[src/rtl/uart_receiver_if.sv]
// ============================================================================
// Module   : uart_receiver_if
// Purpose  : Serial line in, received byte and status pulses out.
// Revision : 1.0
// ============================================================================
`default_nettype none

interface uart_receiver_if;
    logic       serial_input;
    logic [7:0] data_out;
    logic       data_valid;
    logic       framing_error;
    logic       busy;

    modport slave (
        input  serial_input,
        output data_out,
        output data_valid,
        output framing_error,
        output busy
    );

    modport master (
        output serial_input,
        input  data_out,
        input  data_valid,
        input  framing_error,
        input  busy
    );
endinterface

`default_nettype wire

[src/rtl/uart_receiver.sv]
// ============================================================================
// Module   : uart_receiver
// Purpose  : 8N1 UART receiver, LSB first, mid-bit sampling, framing check.
// Revision : 1.0
// ============================================================================
`default_nettype none

module uart_receiver #(
    parameter int CLKS_PER_BIT = 16
) (
    input  logic           clock,
    input  logic           reset_n,
    uart_receiver_if.slave rx_bus
);

    localparam int                 c_CNT_W     = $clog2(CLKS_PER_BIT);
    localparam logic [c_CNT_W-1:0] c_HALF_LAST = c_CNT_W'(CLKS_PER_BIT / 2 - 1);
    localparam logic [c_CNT_W-1:0] c_FULL_LAST = c_CNT_W'(CLKS_PER_BIT - 1);
    localparam logic [c_CNT_W-1:0] c_CNT_ONE   = c_CNT_W'(1);

    typedef enum logic [1:0] {
        IDLE  = 2'd0,
        START = 2'd1,
        DATA  = 2'd2,
        STOP  = 2'd3
    } state_t;

    state_t             r_state;
    logic [c_CNT_W-1:0] r_baud_cnt;
    logic [2:0]         r_bit_idx;
    logic [7:0]         r_shift;
    logic [7:0]         r_data_out;
    logic               r_data_valid;
    logic               r_framing_error;
    logic               r_busy;

    logic               r_sync1;
    logic               r_rx_s;
    logic               r_rx_d;

    // Idle-high synchronizer plus one extra stage for falling-edge detection
    always_ff @(posedge clock or negedge reset_n) begin
        if (!reset_n) begin
            r_sync1 <= 1'b1;
            r_rx_s  <= 1'b1;
            r_rx_d  <= 1'b1;
        end else begin
            r_sync1 <= rx_bus.serial_input;
            r_rx_s  <= r_sync1;
            r_rx_d  <= r_rx_s;
        end
    end

    // Latency: with edge 1 the first clock edge that sees serial_input low,
    // data_valid is high after edge 9*CLKS_PER_BIT + CLKS_PER_BIT/2 + 3.
    always_ff @(posedge clock or negedge reset_n) begin
        if (!reset_n) begin
            r_state         <= IDLE;
            r_baud_cnt      <= '0;
            r_bit_idx       <= 3'd0;
            r_shift         <= 8'h00;
            r_data_out      <= 8'h00;
            r_data_valid    <= 1'b0;
            r_framing_error <= 1'b0;
            r_busy          <= 1'b0;
        end else begin
            r_data_valid    <= 1'b0;
            r_framing_error <= 1'b0;
            case (r_state)
                IDLE: begin
                    if (r_rx_d && !r_rx_s) begin
                        r_state    <= START;
                        r_busy     <= 1'b1;
                        r_baud_cnt <= '0;
                        r_bit_idx  <= 3'd0;
                    end
                end
                START: begin
                    if (r_baud_cnt == c_HALF_LAST) begin
                        r_baud_cnt <= '0;
                        r_bit_idx  <= 3'd0;
                        if (!r_rx_s) begin
                            r_state <= DATA;
                        end else begin
                            r_state <= IDLE;
                            r_busy  <= 1'b0;
                        end
                    end else begin
                        r_baud_cnt <= r_baud_cnt + c_CNT_ONE;
                    end
                end
                DATA: begin
                    if (r_baud_cnt == c_FULL_LAST) begin
                        r_baud_cnt         <= '0;
                        r_shift[r_bit_idx] <= r_rx_s;
                        if (r_bit_idx == 3'd7) begin
                            r_state   <= STOP;
                            r_bit_idx <= 3'd0;
                        end else begin
                            r_bit_idx <= r_bit_idx + 3'd1;
                        end
                    end else begin
                        r_baud_cnt <= r_baud_cnt + c_CNT_ONE;
                    end
                end
                STOP: begin
                    if (r_baud_cnt == c_FULL_LAST) begin
                        r_state    <= IDLE;
                        r_busy     <= 1'b0;
                        r_baud_cnt <= '0;
                        r_bit_idx  <= 3'd0;
                        if (r_rx_s) begin
                            r_data_out   <= r_shift;
                            r_data_valid <= 1'b1;
                        end else begin
                            r_framing_error <= 1'b1;
                        end
                    end else begin
                        r_baud_cnt <= r_baud_cnt + c_CNT_ONE;
                    end
                end
                default: begin
                    r_state <= IDLE;
                    r_busy  <= 1'b0;
                end
            endcase
        end
    end

    assign rx_bus.data_out      = r_data_out;
    assign rx_bus.data_valid    = r_data_valid;
    assign rx_bus.framing_error = r_framing_error;
    assign rx_bus.busy          = r_busy;

endmodule

`default_nettype wire

[src/flat_wrapper.sv]
// flat-port wrapper written by rule: the top's interface ports become plain ports
module uart_receiver_flat 
#(
    parameter int CLKS_PER_BIT = 16
)
  (clock, reset_n, rx_bus_serial_input, rx_bus_data_out, rx_bus_data_valid, rx_bus_framing_error, rx_bus_busy);
  uart_receiver_if rx_bus_i ();
  input  logic clock;
  input  logic reset_n;
  input wire logic [$bits(rx_bus_i.serial_input)-1:0] rx_bus_serial_input;
  output wire logic [$bits(rx_bus_i.data_out)-1:0] rx_bus_data_out;
  output wire logic [$bits(rx_bus_i.data_valid)-1:0] rx_bus_data_valid;
  output wire logic [$bits(rx_bus_i.framing_error)-1:0] rx_bus_framing_error;
  output wire logic [$bits(rx_bus_i.busy)-1:0] rx_bus_busy;
  assign rx_bus_i.serial_input = rx_bus_serial_input;
  assign rx_bus_data_out = rx_bus_i.data_out;
  assign rx_bus_data_valid = rx_bus_i.data_valid;
  assign rx_bus_framing_error = rx_bus_i.framing_error;
  assign rx_bus_busy = rx_bus_i.busy;
  uart_receiver #(.CLKS_PER_BIT(CLKS_PER_BIT)) u_core (.clock(clock), .reset_n(reset_n), .rx_bus(rx_bus_i));
endmodule
[config.mk]
export PLATFORM = sky130hd
export DESIGN_NAME = uart_receiver_flat
export DESIGN_NICKNAME = d
export VERILOG_FILES = /design/src/rtl/uart_receiver_if.sv /design/src/rtl/uart_receiver.sv /design/src/flat_wrapper.sv
export SDC_FILE = /design/constraint.sdc
export NUM_CORES = 1
export LEC_CHECK = 0
export ABC_AREA = 1
export CAP_MARGIN = 25
export CORE_AREA = 2 2 81 83
export DETAILED_ROUTE_END_ITERATION = 16
export DIE_AREA = 0 0 83 85
export PLACE_DENSITY = 0.44
export SYNTH_ARGS = -nofsm -noshare
export SYNTH_HDL_FRONTEND = slang
export SYNTH_SLANG_ARGS = --single-unit
[constraint.sdc]
create_clock -name clock -period 1.6 [get_ports clock]
set_clock_uncertainty 0.2 [all_clocks]
set_input_delay 0.24 -clock clock [delete_from_list [all_inputs] [get_ports clock]]
set_output_delay 0.24 -clock clock [all_outputs]
set_load 0.01 [all_outputs]
==> results.json <==
{
  "setup_viol": 0,
  "hold_class": "in2async",
  "core_area_um2": 6200,
  "final_antenna_net_count": 0,
  "initial_core_util_pct": 22.5,
  "outcome": "completed",
  "post-route-drc-count": 0,
  "period_share_pct": 99.1,
  "antenna_found_initial": 0,
  "grt_start_max_net_pins": 32,
  "finalNonFillerCells": 260,
  "antenna_cells": 0,
  "grt_overflow": 0,
  "seq_area_frac_synth_pct": 55.8,
  "synth_nets": 160,
  "firstDrtPassIters": 4,
  "die_area_um2": 7060,
  "power_uw": 2670,
  "required_ns": 1.61,
  "synth_area_leaders": "dfrtp_1, nand2_1, dfstp_2, nor2_4, nand3_1",
  "grt_setup_unrepaired": "true",
  "multi_input_area_um2": 586,
  "viasPerCell": 4.17,
  "register_area_um2": 782,
  "boundaryPins": 14,
  "crit_chain": "ha_4 > nand2_4 > o21ai_4 > nand2_2 > nor2_4 > nand3_1 > o21ai_1",
  "drv_slew": 0,
  "hold_violations": 0,
  "fp-row-count": 29,
  "leakagePower_uw": 0.000938,
  "cts_num_sinks": 31,
  "endpoint_kind": "flop",
  "h-tree-depth": 2,
  "yosys_warnings": 0,
  "dp_hpwl_um": 1970,
  "clock_path_buffers": 2,
  "die_h_um": 85,
  "cts_made_buffers": 5,
  "portBuffers": 13,
  "timing.critical_path.buf_inv": 0,
  "clk_pin_slew_ns": 0.07,
  "synth_area_um2": 1400,
  "n_fill_cell": 655,
  "yosys.area.top_type": "dfrtp_1",
  "grt_use_total_pct": 8.66,
  "holdBufCountCts": 0,
  "critPathKind": "reg2reg",
  "ys_ff_latch": 31,
  "synthCells": 154,
  "maxCapViolations": 0,
  "vias": 1084,
  "worst_setup_path_start_kind": "flop",
  "cp_top_family": "simple AND/OR/NAND/NOR gates",
  "drtIter0Drc": 79,
  "fmax_mhz": 631,
  "tightest_slew_ns": 0.230,
  "routed_wirelength_um": 2750,
  "place_congestion": 0.742,
  "min_period_ns": 1.59,
  "cpPeakStageDelay_ns": 0.39,
  "cts_tree": "built",
  "syn_area_per_cell_um2": 9.08,
  "area_growth_pct": 32.1,
  "crit_fanout": 7,
  "place_inst": 250,
  "ir_drop_uv": 540,
  "yosys.cell_types.count": 24,
  "synth_top_area_share_pct": 50.1,
  "powerDensity_nw_per_um2": 1450,
  "cp.arrival_ns": 1.59,
  "nets": 188,
  "die_w_um": 83,
  "grt_pass1_vias": 1048,
  "drive_above_1_share_pct": 23.5,
  "relSlewSlack_pct": 84.7,
  "detail_route.wl_per_cell_um": 10.6,
  "grt_pass1_wl_um": 4890,
  "clk_latency_ns": 0.28,
  "cts_root_buf": "clkbuf_8",
  "critPathSlowestCell": "dfrtp_1"
}
## cell usage in the layout (no fill, tap or decap), drive strengths merged, types with 2 or more instances in the layout
cell type / instances
dlygate4sd2: 9
inv: 16
clkbuf: 6
clkdlybuf4s50: 3
ha: 3
dfrtp: 28
nor2: 14
nand2: 53
buf: 9
nand3: 11
dfstp: 3
o21ai: 18
a21oi: 2
## routing by layer
metal / up-vias / wire [µm] / track usage (%)
met4: 0 / 66 / 4.02
met5: - / 0 / 0
met2: 18 / 1180 / 13.0
met1: 505 / 1390 / 11.2
met3: 6 / 122 / 3.02
li1: 555 / - / -
## kinds of logic after synthesis
family          after synthesis  share of synthesized area (%)
xor+xnor                      1                          0.627
simple gates                 81                           27.6
flops                        31                           55.8
fa+ha+maj                     3                           2.69
buf+inv                      17                           4.65
compound gates               21                           8.68
## where the power goes
part	internal, µW	total [µW]	leakage [µW]	switching [µW]
Combinational	341	832	0.000467	491
Sequential	901	1040	0.000410	143
Clock	503	794	0.0000612	290
Total	1750	2670	0.000938	924
## what timing repair did
action	in CTS	in global routing
pin swaps	0	4
setup buffers	0	2
endpoints found under the setup margin	16	23
resized for setup	11	9
## registers in the layout, summed over array words and instances, names as in the netlist, named ones only
signal and cells:
u_core.rx_bus.framing_error 1, u_core.r_state 1, u_core.rx_bus.data_out 8, u_core.rx_bus.busy 1, u_core.r_baud_cnt 4, u_core.r_rx_d 1
u_core.r_rx_s 1, u_core.r_sync1 1, u_core.r_shift 8, u_core.r_bit_idx 3, u_core.rx_bus.data_valid 1
## Yosys cell counts (all sizes together)
cell and count:
o22ai 1, inv 16, nor2 14, nand3 11, nand4 1, a21oi 2
ha 3, nand3b 1, buf 1, xor2 1, nand2 53, nor3 1
o21ai 18, dfstp 3, dfrtp 28
## metrics by stage
| stage | TNS, ns | utilization (%) | cell area [µm²] | hold WS [ns] | worst slack [ns] |
|---|---|---|---|---|---|
| finish | 0 | 29.7 | 1850 | 0.113 | 0.0145 |
| CTS | 0 | 29.0 | 1800 | 0.115 | 0.00541 |
| global route | -0.389 | 29.7 | 1850 | 0.143 | -0.0728 |
| global placement | 0 | 27.1 | 1680 | 0.147 | 0.0225 |
| floorplan | 0 | - | 1400 | -0.256 | 0.103 |
| detailed placement | -0.0802 | 27.1 | 1680 | 0.153 | -0.0181 |
## path summary, 6_finish.rpt
path                                       from                         to  slack (ns)  cells past startpoint
setup / recovery           u_core.r_baud_cnt[0]        u_core.r_bit_idx[2]        0.01                      7
hold / removal                          reset_n  u_core.rx_bus.data_out[3]        0.11                      2
setup reg to reg           u_core.r_baud_cnt[0]        u_core.r_bit_idx[2]        0.01                      7
hold reg to reg                  u_core.r_sync1              u_core.r_rx_s        0.16                      0
max in group asynchronous               reset_n             u_core.r_sync1        0.84                      2
min in group clock               u_core.r_sync1              u_core.r_rx_s        0.16                      0
## cell type report
cell class                      instances  area share (%)
Sequential cell                        31            42.4
Multi-Input combinational cell        106            31.7
Timing Repair Buffer                   22            10.9
Clock buffer                            6            4.47
Tap cell                               77            5.22
Inverter                               16            3.39
Clock inverter                          2            1.90
(Power assumes the default switching activity.)
